--- src/rtl/pp_pkg.sv ---
// Shared types and default sizes for the pattern-sequence controller.
package pp_pkg;

    localparam int DEPTH_DEF = 16;
    localparam int AW_DEF    = 4;
    localparam int CW_DEF    = 8;

    typedef enum logic [2:0] {
        ST_IDLE,
        ST_INIT,
        ST_RUN,
        ST_DRAIN,
        ST_DONE
    } state_e;

    // One stimulus symbol for the pattern FSM: bit1 = a, bit0 = b.
    typedef struct packed {
        logic a;
        logic b;
    } sym_t;

endpackage

--- src/rtl/pp_seq_ctrl_if.sv ---
// Host/config side plus pattern-FSM side of the sequencer, grouped as one bundle.
interface pp_seq_ctrl_if #(
    parameter int AW = 4,
    parameter int CW = 8
) ();
    logic          wr_en;
    logic [AW-1:0] wr_addr;
    pp_pkg::sym_t  wr_data;
    logic          start;
    logic [AW:0]   len;
    logic          abort;
    logic          fsm_rst;
    logic          a_out;
    logic          b_out;
    logic          y_in;
    logic          busy;
    logic          done;
    logic [CW-1:0] ones_cnt;
    logic          last_y;
    logic          err;

    modport master (
        output wr_en, wr_addr, wr_data, start, len, abort, y_in,
        input  fsm_rst, a_out, b_out, busy, done, ones_cnt, last_y, err
    );

    modport slave (
        input  wr_en, wr_addr, wr_data, start, len, abort, y_in,
        output fsm_rst, a_out, b_out, busy, done, ones_cnt, last_y, err
    );
endinterface

--- src/rtl/pp_pat_mem.sv ---
// Symbol store: DEPTH x 2 register file, synchronous write, combinational read.
module pp_pat_mem
    import pp_pkg::*;
#(
    parameter int DEPTH = DEPTH_DEF,
    parameter int AW    = AW_DEF
) (
    input  logic          Clk,
    input  logic          we_i,
    input  logic [AW-1:0] waddr_i,
    input  sym_t          wdata_i,
    input  logic [AW-1:0] raddr_i,
    output sym_t          rdata_o
);
    // Contents are intentionally not reset; the host reprograms them.
    sym_t mem_q [DEPTH];

    // Write port.
    always_ff @(posedge Clk) begin
        if (we_i) begin
            mem_q[waddr_i] <= wdata_i;
        end
    end

    assign rdata_o = mem_q[raddr_i];
endmodule

--- src/rtl/pp_seq_ctrl.sv ---
// Streams programmed {a,b} symbols into the pattern FSM and tallies its y results.
module pp_seq_ctrl
    import pp_pkg::*;
#(
    parameter int DEPTH = DEPTH_DEF,
    parameter int AW    = AW_DEF,
    parameter int CW    = CW_DEF
) (
    input logic          Clk,
    input logic          Rst,
    pp_seq_ctrl_if.slave bus
);
    localparam logic [CW-1:0] CNT_MAX = {CW{1'b1}};
    localparam logic [AW:0]   LEN_MAX = (AW+1)'(DEPTH);
    localparam logic [AW:0]   ONE     = (AW+1)'(1);

    state_e        state_q;
    logic [AW:0]   len_q;
    logic [AW:0]   idx_q;
    logic [AW:0]   cyc_q;
    logic          fsm_rst_q, a_q, b_q, busy_q, done_q, err_q, last_y_q;
    logic [CW-1:0] ones_q;
    logic          we_s, len_ok_s, idle_s;
    logic [AW-1:0] raddr_s;
    sym_t          rd_s;

    function automatic logic [CW-1:0] sat_inc(input logic [CW-1:0] v, input logic hit);
        if (hit && (v != CNT_MAX)) begin
            return v + CW'(1);
        end else begin
            return v;
        end
    endfunction

    assign idle_s   = (state_q == ST_IDLE) || (state_q == ST_DONE);
    assign we_s     = bus.wr_en && idle_s;
    assign len_ok_s = (bus.len != {(AW+1){1'b0}}) && (bus.len <= LEN_MAX);
    // INIT fetches slot 0; RUN fetches the slot the index points at.
    assign raddr_s  = (state_q == ST_RUN) ? idx_q[AW-1:0] : {AW{1'b0}};

    pp_pat_mem #(.DEPTH(DEPTH), .AW(AW)) u_mem (
        .Clk     (Clk),
        .we_i    (we_s),
        .waddr_i (bus.wr_addr),
        .wdata_i (bus.wr_data),
        .raddr_i (raddr_s),
        .rdata_o (rd_s)
    );

    // Sequencer state machine with registered outputs.
    always_ff @(posedge Clk) begin
        if (!Rst) begin
            state_q   <= ST_IDLE;
            fsm_rst_q <= 1'b1;
            a_q       <= 1'b0;
            b_q       <= 1'b0;
            busy_q    <= 1'b0;
            done_q    <= 1'b0;
            err_q     <= 1'b0;
            ones_q    <= {CW{1'b0}};
            last_y_q  <= 1'b0;
            idx_q     <= {(AW+1){1'b0}};
            cyc_q     <= {(AW+1){1'b0}};
            len_q     <= {(AW+1){1'b0}};
        end else begin
            done_q    <= 1'b0;
            err_q     <= bus.wr_en && busy_q;
            fsm_rst_q <= 1'b0;
            if (busy_q && bus.abort) begin
                state_q   <= ST_IDLE;
                busy_q    <= 1'b0;
                fsm_rst_q <= 1'b1;
            end else begin
                case (state_q)
                    ST_IDLE: begin
                        if (bus.start && len_ok_s) begin
                            len_q     <= bus.len;
                            state_q   <= ST_INIT;
                            busy_q    <= 1'b1;
                            fsm_rst_q <= 1'b1;
                        end else if (bus.start) begin
                            err_q <= 1'b1;
                        end
                    end
                    ST_INIT: begin
                        ones_q  <= {CW{1'b0}};
                        idx_q   <= ONE;
                        cyc_q   <= ONE;
                        a_q     <= rd_s.a;
                        b_q     <= rd_s.b;
                        state_q <= ST_RUN;
                    end
                    ST_RUN: begin
                        if (idx_q < len_q) begin
                            a_q   <= rd_s.a;
                            b_q   <= rd_s.b;
                            idx_q <= idx_q + ONE;
                        end
                        // The first RUN edge still sees the FSM's post-reset y.
                        if (cyc_q != ONE) begin
                            ones_q <= sat_inc(ones_q, bus.y_in);
                        end
                        if (cyc_q == len_q) begin
                            state_q <= ST_DRAIN;
                        end else begin
                            cyc_q <= cyc_q + ONE;
                        end
                    end
                    ST_DRAIN: begin
                        ones_q   <= sat_inc(ones_q, bus.y_in);
                        last_y_q <= bus.y_in;
                        state_q  <= ST_DONE;
                        busy_q   <= 1'b0;
                        done_q   <= 1'b1;
                    end
                    ST_DONE: begin
                        state_q <= ST_IDLE;
                    end
                    default: begin
                        state_q <= ST_IDLE;
                        busy_q  <= 1'b0;
                    end
                endcase
            end
        end
    end

    assign bus.fsm_rst  = fsm_rst_q;
    assign bus.a_out    = a_q;
    assign bus.b_out    = b_q;
    assign bus.busy     = busy_q;
    assign bus.done     = done_q;
    assign bus.err      = err_q;
    assign bus.ones_cnt = ones_q;
    assign bus.last_y   = last_y_q;
endmodule

--- src/flat_wrapper.sv ---
// flat-port wrapper written by rule: the top's interface ports become plain ports
module pp_seq_ctrl_flat import pp_pkg::*;
#(
    parameter int DEPTH = DEPTH_DEF,
    parameter int AW    = AW_DEF,
    parameter int CW    = CW_DEF
)
  (Clk, Rst, bus_wr_en, bus_wr_addr, bus_wr_data, bus_start, bus_len, bus_abort, bus_y_in, bus_fsm_rst, bus_a_out, bus_b_out, bus_busy, bus_done, bus_ones_cnt, bus_last_y, bus_err);
  pp_seq_ctrl_if #(.AW(AW), .CW(CW)) bus_i ();
  input logic Clk;
  input logic Rst;
  input wire logic [$bits(bus_i.wr_en)-1:0] bus_wr_en;
  input wire logic [$bits(bus_i.wr_addr)-1:0] bus_wr_addr;
  input wire logic [$bits(bus_i.wr_data)-1:0] bus_wr_data;
  input wire logic [$bits(bus_i.start)-1:0] bus_start;
  input wire logic [$bits(bus_i.len)-1:0] bus_len;
  input wire logic [$bits(bus_i.abort)-1:0] bus_abort;
  input wire logic [$bits(bus_i.y_in)-1:0] bus_y_in;
  output wire logic [$bits(bus_i.fsm_rst)-1:0] bus_fsm_rst;
  output wire logic [$bits(bus_i.a_out)-1:0] bus_a_out;
  output wire logic [$bits(bus_i.b_out)-1:0] bus_b_out;
  output wire logic [$bits(bus_i.busy)-1:0] bus_busy;
  output wire logic [$bits(bus_i.done)-1:0] bus_done;
  output wire logic [$bits(bus_i.ones_cnt)-1:0] bus_ones_cnt;
  output wire logic [$bits(bus_i.last_y)-1:0] bus_last_y;
  output wire logic [$bits(bus_i.err)-1:0] bus_err;
  assign bus_i.wr_en = bus_wr_en;
  assign bus_i.wr_addr = bus_wr_addr;
  assign bus_i.wr_data = bus_wr_data;
  assign bus_i.start = bus_start;
  assign bus_i.len = bus_len;
  assign bus_i.abort = bus_abort;
  assign bus_i.y_in = bus_y_in;
  assign bus_fsm_rst = bus_i.fsm_rst;
  assign bus_a_out = bus_i.a_out;
  assign bus_b_out = bus_i.b_out;
  assign bus_busy = bus_i.busy;
  assign bus_done = bus_i.done;
  assign bus_ones_cnt = bus_i.ones_cnt;
  assign bus_last_y = bus_i.last_y;
  assign bus_err = bus_i.err;
  pp_seq_ctrl #(.DEPTH(DEPTH), .AW(AW), .CW(CW)) u_core (.Clk(Clk), .Rst(Rst), .bus(bus_i));
endmodule
--- config.mk ---
export PLATFORM = sky130hd
export DESIGN_NAME = pp_seq_ctrl_flat
export DESIGN_NICKNAME = d
export VERILOG_FILES = /design/src/rtl/pp_pkg.sv /design/src/rtl/pp_seq_ctrl_if.sv /design/src/rtl/pp_pat_mem.sv /design/src/rtl/pp_seq_ctrl.sv /design/src/flat_wrapper.sv
export SDC_FILE = /design/constraint.sdc
export NUM_CORES = 1
export LEC_CHECK = 0
export ABC_CLOCK_PERIOD_IN_PS = 2500
export CORE_ASPECT_RATIO = 1.25
export CORE_MARGIN = 2
export CORE_UTILIZATION = 56
export CTS_CLUSTER_DIAMETER = 50
export DETAILED_ROUTE_END_ITERATION = 10
export PLACE_DENSITY = 0.79
export SLEW_MARGIN = 15
export SYNTH_ARGS = -nofsm -noshare
export SYNTH_HDL_FRONTEND = slang
export SYNTH_SLANG_ARGS = --single-unit
export TNS_END_PERCENT = 5
--- constraint.sdc ---
create_clock -name Clk -period 2.5 [get_ports Clk]
set_clock_uncertainty 0.05 [all_clocks]
set_input_delay 0.25 -clock Clk [delete_from_list [all_inputs] [get_ports Clk]]
set_output_delay 0.25 -clock Clk [all_outputs]
set_load 0.005 [all_outputs]
# ---- Word level (Yosys, flattened, before mapping)
# Memories as Yosys holds them, arrays and structs flattened.
# Index checks and enable logic that the tools add are counted.
dict set report totals {
  ff_bits 33
  ramBits 32
  in_bits 17
  out_inout_bits 15
  wordCells 79
  mem_count 1
}
# memory depth width read_ports rd_clocked_by_memory_dff wr line
set memory_table {}
lappend memory_table {u_core.u_mem.mem_q 16 2 1 0 1 pp_pat_mem.sv:16} ;# sym_t mem_q [DEPTH];
dict set report op_classes {
  n_addsub 3
  order_cmp 2
  eq_ne 12
  mux 26
  n_bitwise 3
  reduce_logical 20
}
# op count
set ops {}
lappend ops {{one-hot mux 8 bit (3 select lines)} 1}
lappend ops {{one-hot mux 5 bit (2 select lines)} 2}
lappend ops {{2-to-1 mux 8 bit} 2}
lappend ops {{2-to-1 mux 1 bit} 12}
lappend ops {{one-hot mux 3 bit (4 select lines)} 1}
lappend ops {{AND reduction 3 bit} 4}
lappend ops {{adder 5 x 1 -> 5 bit (second input constant)} 2}
lappend ops {{2-to-1 mux 5 bit} 2}
lappend ops {{inequality test 2 bit (second input constant)} 5}
lappend ops {{adder 8 x 1 -> 8 bit (second input constant)} 1}
lappend ops {{inequality test 8 bit (second input constant)} 1}
lappend ops {{equality test 3 x 2 -> 1 bit (second input constant)} 2}
lappend ops {{logical AND 1 bit} 6}
lappend ops {{2-to-1 mux 3 bit} 2}
lappend ops {{one-hot mux 1 bit (2 select lines)} 3}
lappend ops {{AND reduction 2 bit} 3}
lappend ops {{equality test 5 bit} 1}
lappend ops {{<= comparator 5 bit (second input constant)} 1}
lappend ops {{< comparator 5 bit} 1}
lappend ops {{inequality test 5 x 1 -> 1 bit (second input constant)} 1}
lappend ops {{nonzero test 5 bit} 1}
lappend ops {{2-to-1 mux 4 bit} 1}
lappend ops {{equality test 3 x 1 -> 1 bit (second input constant)} 1}
lappend ops {{equality test 3 bit (second input constant)} 1}
lappend ops {{other kinds (7)} 9}

# ---- Logic depth before layout (Yosys ltp)
# Gate-level depths: netlist of run 1.
dict set report logic_depth {
  depth_word 6
  ltp_mapped 7
  depth_no_buf 7
}

# ---- Cells and area by module
# Synthesis of run 1 repeated with hierarchy kept, for this count alone.
dict set report hier_totals {
  cells_unflattened 301
  hier_area_um2 3229.3
}
# mod instances cells_per_inst area_each_um2 seq_area_each_um2
set by_module_without_submodules {}
lappend by_module_without_submodules {pp_seq_ctrl 1 225 1889.3 660.6}
lappend by_module_without_submodules {pp_pat_mem 1 76 1340.0 960.9}

# ---- Worst setup path before layout of run 1
# Ideal clock, no wire load.
dict set report synth_path {
  path_type {flip-flop to flip-flop}
  start {register u_core.idx_q[1]}
  end {register u_core.a_q, in the netlist u_core.bus.a_out}
  t_arrival_ns 1.600
  required_time_ns 2.326
  slack_ns 0.726
  stages_incl_launch_ff 6
  path_buffers 1
  period_less_slack_ns 1.774
  cell_sequence {dfxtp_1 -> buf_2 -> mux4_2 -> mux2_2 -> a22oi_1 -> a31oi_1}
}
dict set report synth_between {
  elab_chain_cells 4
  elab_cells_between_ends 7
}
# item line
set synth_rtl {}
lappend synth_rtl {{from (decl)} pp_seq_ctrl.sv:19} ;# logic [AW:0] idx_q;
lappend synth_rtl {{from (signal assigned)} pp_seq_ctrl.sv:62} ;# idx_q <= {(AW+1){1'b0}};
lappend synth_rtl {{from (signal assigned)} pp_seq_ctrl.sv:97} ;# idx_q <= idx_q + ONE;
lappend synth_rtl {{2-to-1 mux 4 bit} pp_seq_ctrl.sv:39} ;# assign raddr_s = (state_q == ST_RUN) ? idx_q[AW-1:0] : {AW{1'b0}};
lappend synth_rtl {{memory (16 x 2 bit)} -}
lappend synth_rtl {{2-to-1 mux 1 bit} pp_seq_ctrl.sv:94} ;# if (idx_q < len_q) begin
lappend synth_rtl {{one-hot mux 1 bit (2 select lines)} pp_seq_ctrl.sv:74} ;# case (state_q)
lappend synth_rtl {{to (signal assigned)} pp_seq_ctrl.sv:89} ;# a_q <= rd_s.a;
lappend synth_rtl {{to (signal assigned)} pp_seq_ctrl.sv:95} ;# a_q <= rd_s.a;
lappend synth_rtl {{to (decl)} pp_seq_ctrl.sv:21} ;# logic fsm_rst_q, a_q, b_q, busy_q, done_q, err_q, last_y_q;
# Several ways; a longest one is shown, not always the timed one. The select of a mux whose other input is x is not followed.
# A chain may end at the register's enable or synchronous reset.

# ---- Worst setup path in the final report of run 1
dict set report layout_path {
  start {register u_core.idx_q[0]}
  end {register u_core.idx_q[0]}
}
dict set report layout_between {
  elab_chain_cells 3
  elab_cells_between_ends 6
}
# item line
set layout_rtl {}
lappend layout_rtl {{adder 5 x 1 -> 5 bit or < comparator 5 bit (tied branches)} {pp_seq_ctrl.sv:97, pp_seq_ctrl.sv:94}}
lappend layout_rtl {{2-to-1 mux 5 bit or inequality test 2 bit (tied branches)} -}
lappend layout_rtl {{one-hot mux 5 bit (2 select lines) or AND reduction 3 bit (tied branches)} -}
# Several ways; a longest one is shown, not always the timed one. The select of a mux whose other input is x is not followed.

==> metrics.txt, run 1 <==
outcome finished clean; critical path arrival approximately 2300 ps; initial core utilization 0.571; total internal power 1.95 mW; die area between 6000 and 7000 um2; worst-path cell chain nor2b_1 -> o21ai_0 -> a31oi_1 -> a31oi_1 -> o21a_1; core footprint 5370 um2; metal3 WL between 200 and 300 um; Max Buffers Root-to-Sink 2; crit path launch u_core.idx_q[0]; final WL a little over 6000 um; Avg Cell Area, Syn approximately 11 um2; HP Class in -> reg; critical path capture point type register; vias in the first global route roughly 2300; Syn Std Cell Area 3060 um2; Post-Syn Instances between 200 and 300; Worst path slowest cell dfxtp_1; highest metal used met4; register area share after synthesis 0.529; final core occ 0.689; Final Setup Violations 0; sw frac 0.239; layout cells sized above 1 0.134; crit-path max FO 13; clock latency on the worst-skew pair roughly 350 ps; multi-input logic area 1370 um2; WL per Instance roughly 16 um; Fin Setup TNS 0 ps; initial drt markers between 100 and 150; Post-CTS Hold Fix Bufs 0; Clock Pin Slew Worst Setup and Hold Paths around 80 ps; setup bufs post-CTS 0; # fillers a little over 400; worst vdd rail ir drop about 0.73 mV; Clk pwr share 0.418; H-tree Lvls 3; HPWL after detailed placement about 4400 um; gr ovfl total 0; CTS tree built; Comb pwr share 0.114; Antenna diodes 0; antenna violations before repair 0; sequential power share 0.468; clock root cell clkbuf_8; max cap viols 0; TritonCTS Sinks 65; most frequent CP cell a31oi_1; unrepaired setup endpoints after global routing false; main flop type after synthesis dfxtp_1; number of synthesized flops with an enable pin 32; Area Growth Syn to Fin 20.8%; row count 30; mean number of vias per cell 5.90; R2R Path Start u_core.idx_q[0]; Leak 1.25 nW; Num CTS Buffers 9; Ys Warns 0; first-pass iteration count of the detailed router 4; Port Buf Inserts 31; Via Count between 2000 and 2500; Die Y between 80 and 90 um; ANT nets after route 0; pre-CTS worst setup slack between 300 and 400 ps; post-route minimum period approximately 2000 ps; final max-slew violation count 0; Period Utilization, post-route 0.804; routability congestion estimate 0.816; Max Clock Freq around 500 MHz; Synthesized Nets 303; Synth Register Bits 65; # IOs 32; pwr/cell area 692 nW/um2; asr flop ratio synth 0; length of routed met2 wiring ~3200 um; Distinct cells, synth 48; Final #Nets about 340; largest net degree at the start of global routing 20; Switch Pwr 0.610 mW; first-pass GRT wire length 10200 um; M1 WL roughly 2500 um; Worst-Margin Slew around 560 ps; Die Wd 70.2 um; Seq. cell area 1620 um2; CP required between 2000 and 3000 ps; slowest cell delay on critical path around 660 ps; Worst Setup Path Type reg -> reg; # DRC 0; CTS resizes 0; total track usage 0.220; hold_sp bus_len[3]; Max transition margin 0.624; Hold Violations, Final 0; CP Launch Type register; worst setup margin 491 ps
[cells by family after synthesis]
logic type               after synthesis  synth area share
AO/OA/AOI/OAI                         50             0.117
XOR/XNOR                              16            0.0458
adder cells (fa/ha/maj)                8            0.0327
buffers and inverters                 18            0.0245
flip-flops                            65             0.529
multiplexers                          13            0.0768
AND/OR/NAND/NOR                      108             0.174
[per-layer routing]
metal,vias to the layer above,track usage
li1,1113,-
met1,1088,0.244
met2,59,0.384
met3,16,0.0616
met4,0,0.115
met5,-,0
[area by class of cell]
cell class              instances  area share
clock buffers                   9      0.0335
multi-input cells             195       0.369
repair buffers                 37      0.0960
inverters                       9     0.00913
well taps                      64      0.0216
clock inverters                 7      0.0321
flip-flops and latches         65       0.438
[cell usage after synthesis, drive strengths merged (3+ instances only)]
cell	count	share of area
o31ai	3	0.0074
o21ai	12	0.023
ha	8	0.033
mux2	4	0.015
dfxtp	33	0.22
buf	5	0.0086
clkbuf	4	0.0049
a31oi	4	0.0082
mux4	8	0.059
nand3	21	0.034
nand2b	4	0.0082
inv	8	0.0098
nor3	7	0.013
nor2	31	0.038
a211oi	5	0.014
or3	6	0.012
nor2b	3	0.0061
xnor2	15	0.043
a311oi	3	0.0086
nand2	20	0.025
a21oi	13	0.027
edfxtp	32	0.31
nand4	7	0.014
[worst max-delay path, delay by kind of cell (launching register included)]
family	cells	cell delay [ps]
flops	1	660
compound gates	4	1160
simple gates	1	90
[cell usage in the layout (no fill, tap or decap), types with 6 or more instances in the layout]
| cell type | instances |
|---|---|
| clkbuf_8 | 9 |
| nand4_1 | 7 |
| nor3_1 | 6 |
| dfxtp_1 | 33 |
| nand2_1 | 20 |
| nor2_1 | 31 |
| or3_1 | 6 |
| buf_4 | 6 |
| inv_1 | 8 |
| nand3_1 | 21 |
| ha_1 | 8 |
| edfxtp_1 | 32 |
| mux4_2 | 8 |
| clkdlybuf4s50_1 | 31 |
| o21ai_0 | 11 |
| xnor2_1 | 15 |
| a21oi_1 | 10 |
[path summary, 6_finish.rpt]
check	endpoint	slack (ps)	cells after the start
hold / removal	u_core.len_q[3]	450	3
setup reg to reg	u_core.idx_q[0]	490	5
hold reg to reg	u_core.bus.last_y	460	2
setup / recovery	u_core.idx_q[0]	490	5
[stage by stage]
stage                     area (um2)  std cells  total power, mW  hold WS [ps]
after floorplan                 3060        278             1.39           299
after global placement          3460        370             1.50           433
after detailed placement        3460        370             1.51           446
after CTS                       3700        386             2.58           441
after global routing            3700        386             2.66           471
final                           3700        386             2.56           449
[flip-flops by register name, indices dropped and copies added, names as in the netlist]
signal               cells
u_core.bus.last_y        1
u_core.bus.busy          1
u_core.len_q             5
u_core.u_mem.mem_q      32
u_core.idx_q             5
u_core.bus.a_out         1
u_core.bus.b_out         1
u_core.state_q           3
u_core.bus.ones_cnt      8
u_core.cyc_q             5
u_core.bus.err           1
u_core.bus.done          1
u_core.bus.fsm_rst       1
[power groups by stage]
stage / logic, mW / registers (mW) / clock network (mW)
after floorplan: 0.193 / 1.20 / 0
final: 0.291 / 1.20 / 1.07
after CTS: 0.292 / 1.20 / 1.09
after detailed placement: 0.290 / 1.22 / 0
after global placement: 0.284 / 1.22 / 0
after global routing: 0.326 / 1.20 / 1.13
Note: power is estimated with default switching activity, not from simulation.
==> run 2: changes to the inputs <==
--- a/config.mk
+++ b/config.mk
@@ -5,7 +5,7 @@
 export SDC_FILE = /design/constraint.sdc
 export NUM_CORES = 1
 export LEC_CHECK = 0
-export ABC_CLOCK_PERIOD_IN_PS = 2500
+export ABC_CLOCK_PERIOD_IN_PS = 1900
 export CORE_ASPECT_RATIO = 1.25
 export CORE_MARGIN = 2
 export CORE_UTILIZATION = 56
==> constraint.sdc (replaced) <==
create_clock -name Clk -period 1.9 [get_ports Clk]
set_clock_uncertainty 0.05 [all_clocks]
set_input_delay 0.19 -clock Clk [delete_from_list [all_inputs] [get_ports Clk]]
set_output_delay 0.19 -clock Clk [all_outputs]
set_load 0.005 [all_outputs]
==> run 2 against run 1 <==
Against the previous run: clock-buffer cell count is 1 higher; hold slack got worse by 37 ps; cell area grew 3.9%; first-iteration DRC count is 22% higher; global-route usage grew 1.3 points; total power grew 29%; critical endpoint is now u_core.bus.ones_cnt[6]; sequential share of layout area fell by 1.6 points; clock power rose by 20%; non-clock buffer count increased by 18; combinational power grew 57%; highest routed layer unchanged.
==> metrics.txt, run 2 (synthesis results as in run 1) <==
Largest register FFs 32; H-tree Lvls 3; routability congestion estimate 0.814; initial drt markers 180; TritonCTS Sinks 65; critical path arrival roughly 2000 ps; crit-path max FO 6; HPWL after detailed placement approximately 4700 um; first-pass GRT wire length between 10000 and 15000 um; Port Buf Inserts 31; Hold Violations, Final 0; outcome finished clean; Die Wd roughly 70 um; Seq. cell area ~1600 um2; first-pass iteration count of the detailed router 5; flop2flop setup slack 90 ps; GR peak layer met2; Antenna diodes 0; antenna violations before repair 0; Pwr Total 3.29 mW; commonest cells after routing, fill and taps aside dfxtp_1, edfxtp_1, nor2_1, clkdlybuf4s50_1, buf_4; Die Y just under 90 um; crit path launch u_core.cyc_q[1]; mean number of vias per cell 5.80; Leak around 1.3 nW; Max Clock Freq 552 MHz; Clock Pin Slew Worst Setup and Hold Paths approximately 70 ps; Max transition margin 0.656; hold_sp bus_len[3]; row count 30; final WL ~6400 um; Worst-Margin Slew just over 500 ps; clock root cell clkbuf_8; Final Setup Violations 0; layout cells sized above 1 0.182; grt met2 use 0.425; # IOs 32; multi-input logic area approximately 1400 um2; Fin Setup TNS 0 ps; Period Utilization, post-route 0.953; # DRC 0; CP Launch Type register; max cap viols 0; post-route minimum period ~1800 ps; CP required 2130 ps; clock latency on the worst-skew pair around 340 ps; # fillers approximately 400; routing usage on met3 0.0605; Max Buffers Root-to-Sink 2; gr ovfl total 0; Area Growth Syn to Fin 25.5%; vias in the first global route 2387; worst setup margin ~90 ps; Final #Nets 360; critical path capture point type register; initial core utilization 0.571; HP Class in -> reg; total track usage 0.233; Inst Count DP 388; unrepaired setup endpoints after global routing true; WL per Instance 15.9 um; R2R Path Start u_core.cyc_q[1]; met1 usage 0.261; Reg with most FFs u_core.u_mem.mem_q; CTS tree built; Num CTS Buffers 9; core footprint approximately 5400 um2; pre-CTS worst setup slack -40.6 ps; largest net degree at the start of global routing 20; Worst Setup Path Type reg -> reg; pwr/cell area 857 nW/um2; Via Count 2344; die area 6080 um2; final max-slew violation count 0; worst vdd rail ir drop ~0.7 mV; Post-Layout Cell Count just over 400; ANT nets after route 0
[run 2: through the flow]
stage | util | instance area [um2] | hold WS (ps)
3_5_place_dp | 0.674 | 3620 | 448
5_1_grt | 0.716 | 3840 | 442
6_report | 0.716 | 3840 | 412
4_1_cts | 0.715 | 3840 | 419
2_1_floorplan | - | 3060 | 239
3_3_place_gp | 0.674 | 3620 | 427
[run 2: worst paths after layout]
check / to / cells after the start
hold reg to reg: u_core.bus.ones_cnt[1] / 2
hold / removal: u_core.len_q[3] / 3
setup reg to reg: u_core.bus.ones_cnt[6] / 7
setup / recovery: u_core.bus.ones_cnt[6] / 7
[run 2: layer usage]
| metal | up-vias | part of all wire |
|---|---|---|
| li1 | 1149 | - |
| met1 | 1136 | 0.40 |
| met2 | 49 | 0.54 |
| met3 | 10 | 0.047 |
| met4 | 0 | 0.018 |
| met5 | - | 0 |
[run 2: power by group]
part / switching, mW / internal [mW]
clock: 0.517 / 0.765
sequential: 0.0395 / 1.51
combinational: 0.243 / 0.215
total: 0.799 / 2.49
[run 2: final cells by class]
cell class              instances  area share
repair buffers                 55       0.134
clock buffers                  10      0.0358
inverters                       9     0.00879
multi-input cells             195       0.357
clock inverters                 6      0.0212
flip-flops and latches         65       0.422
well taps                      64      0.0208
[run 2: critical path, cell delays in order (launching register included)]
cell and delay [ps]:
dfxtp_1 310, inv_1 80, ha_1 150, or4b_4 470, a21oi_4 250, a211oi_2 130, a21o_1 210, a21oi_2 100
[run 2: repair_timing]
| action | CTS | global route |
|---|---|---|
| gates resized for setup | 1 | 2 |
| cloned | 0 | 0 |
| buffers inserted | 0 | 0 |
| endpoints found under the setup margin | 2 | 7 |
| hold buffers | 0 | 0 |
| pin swaps | 0 | 1 |
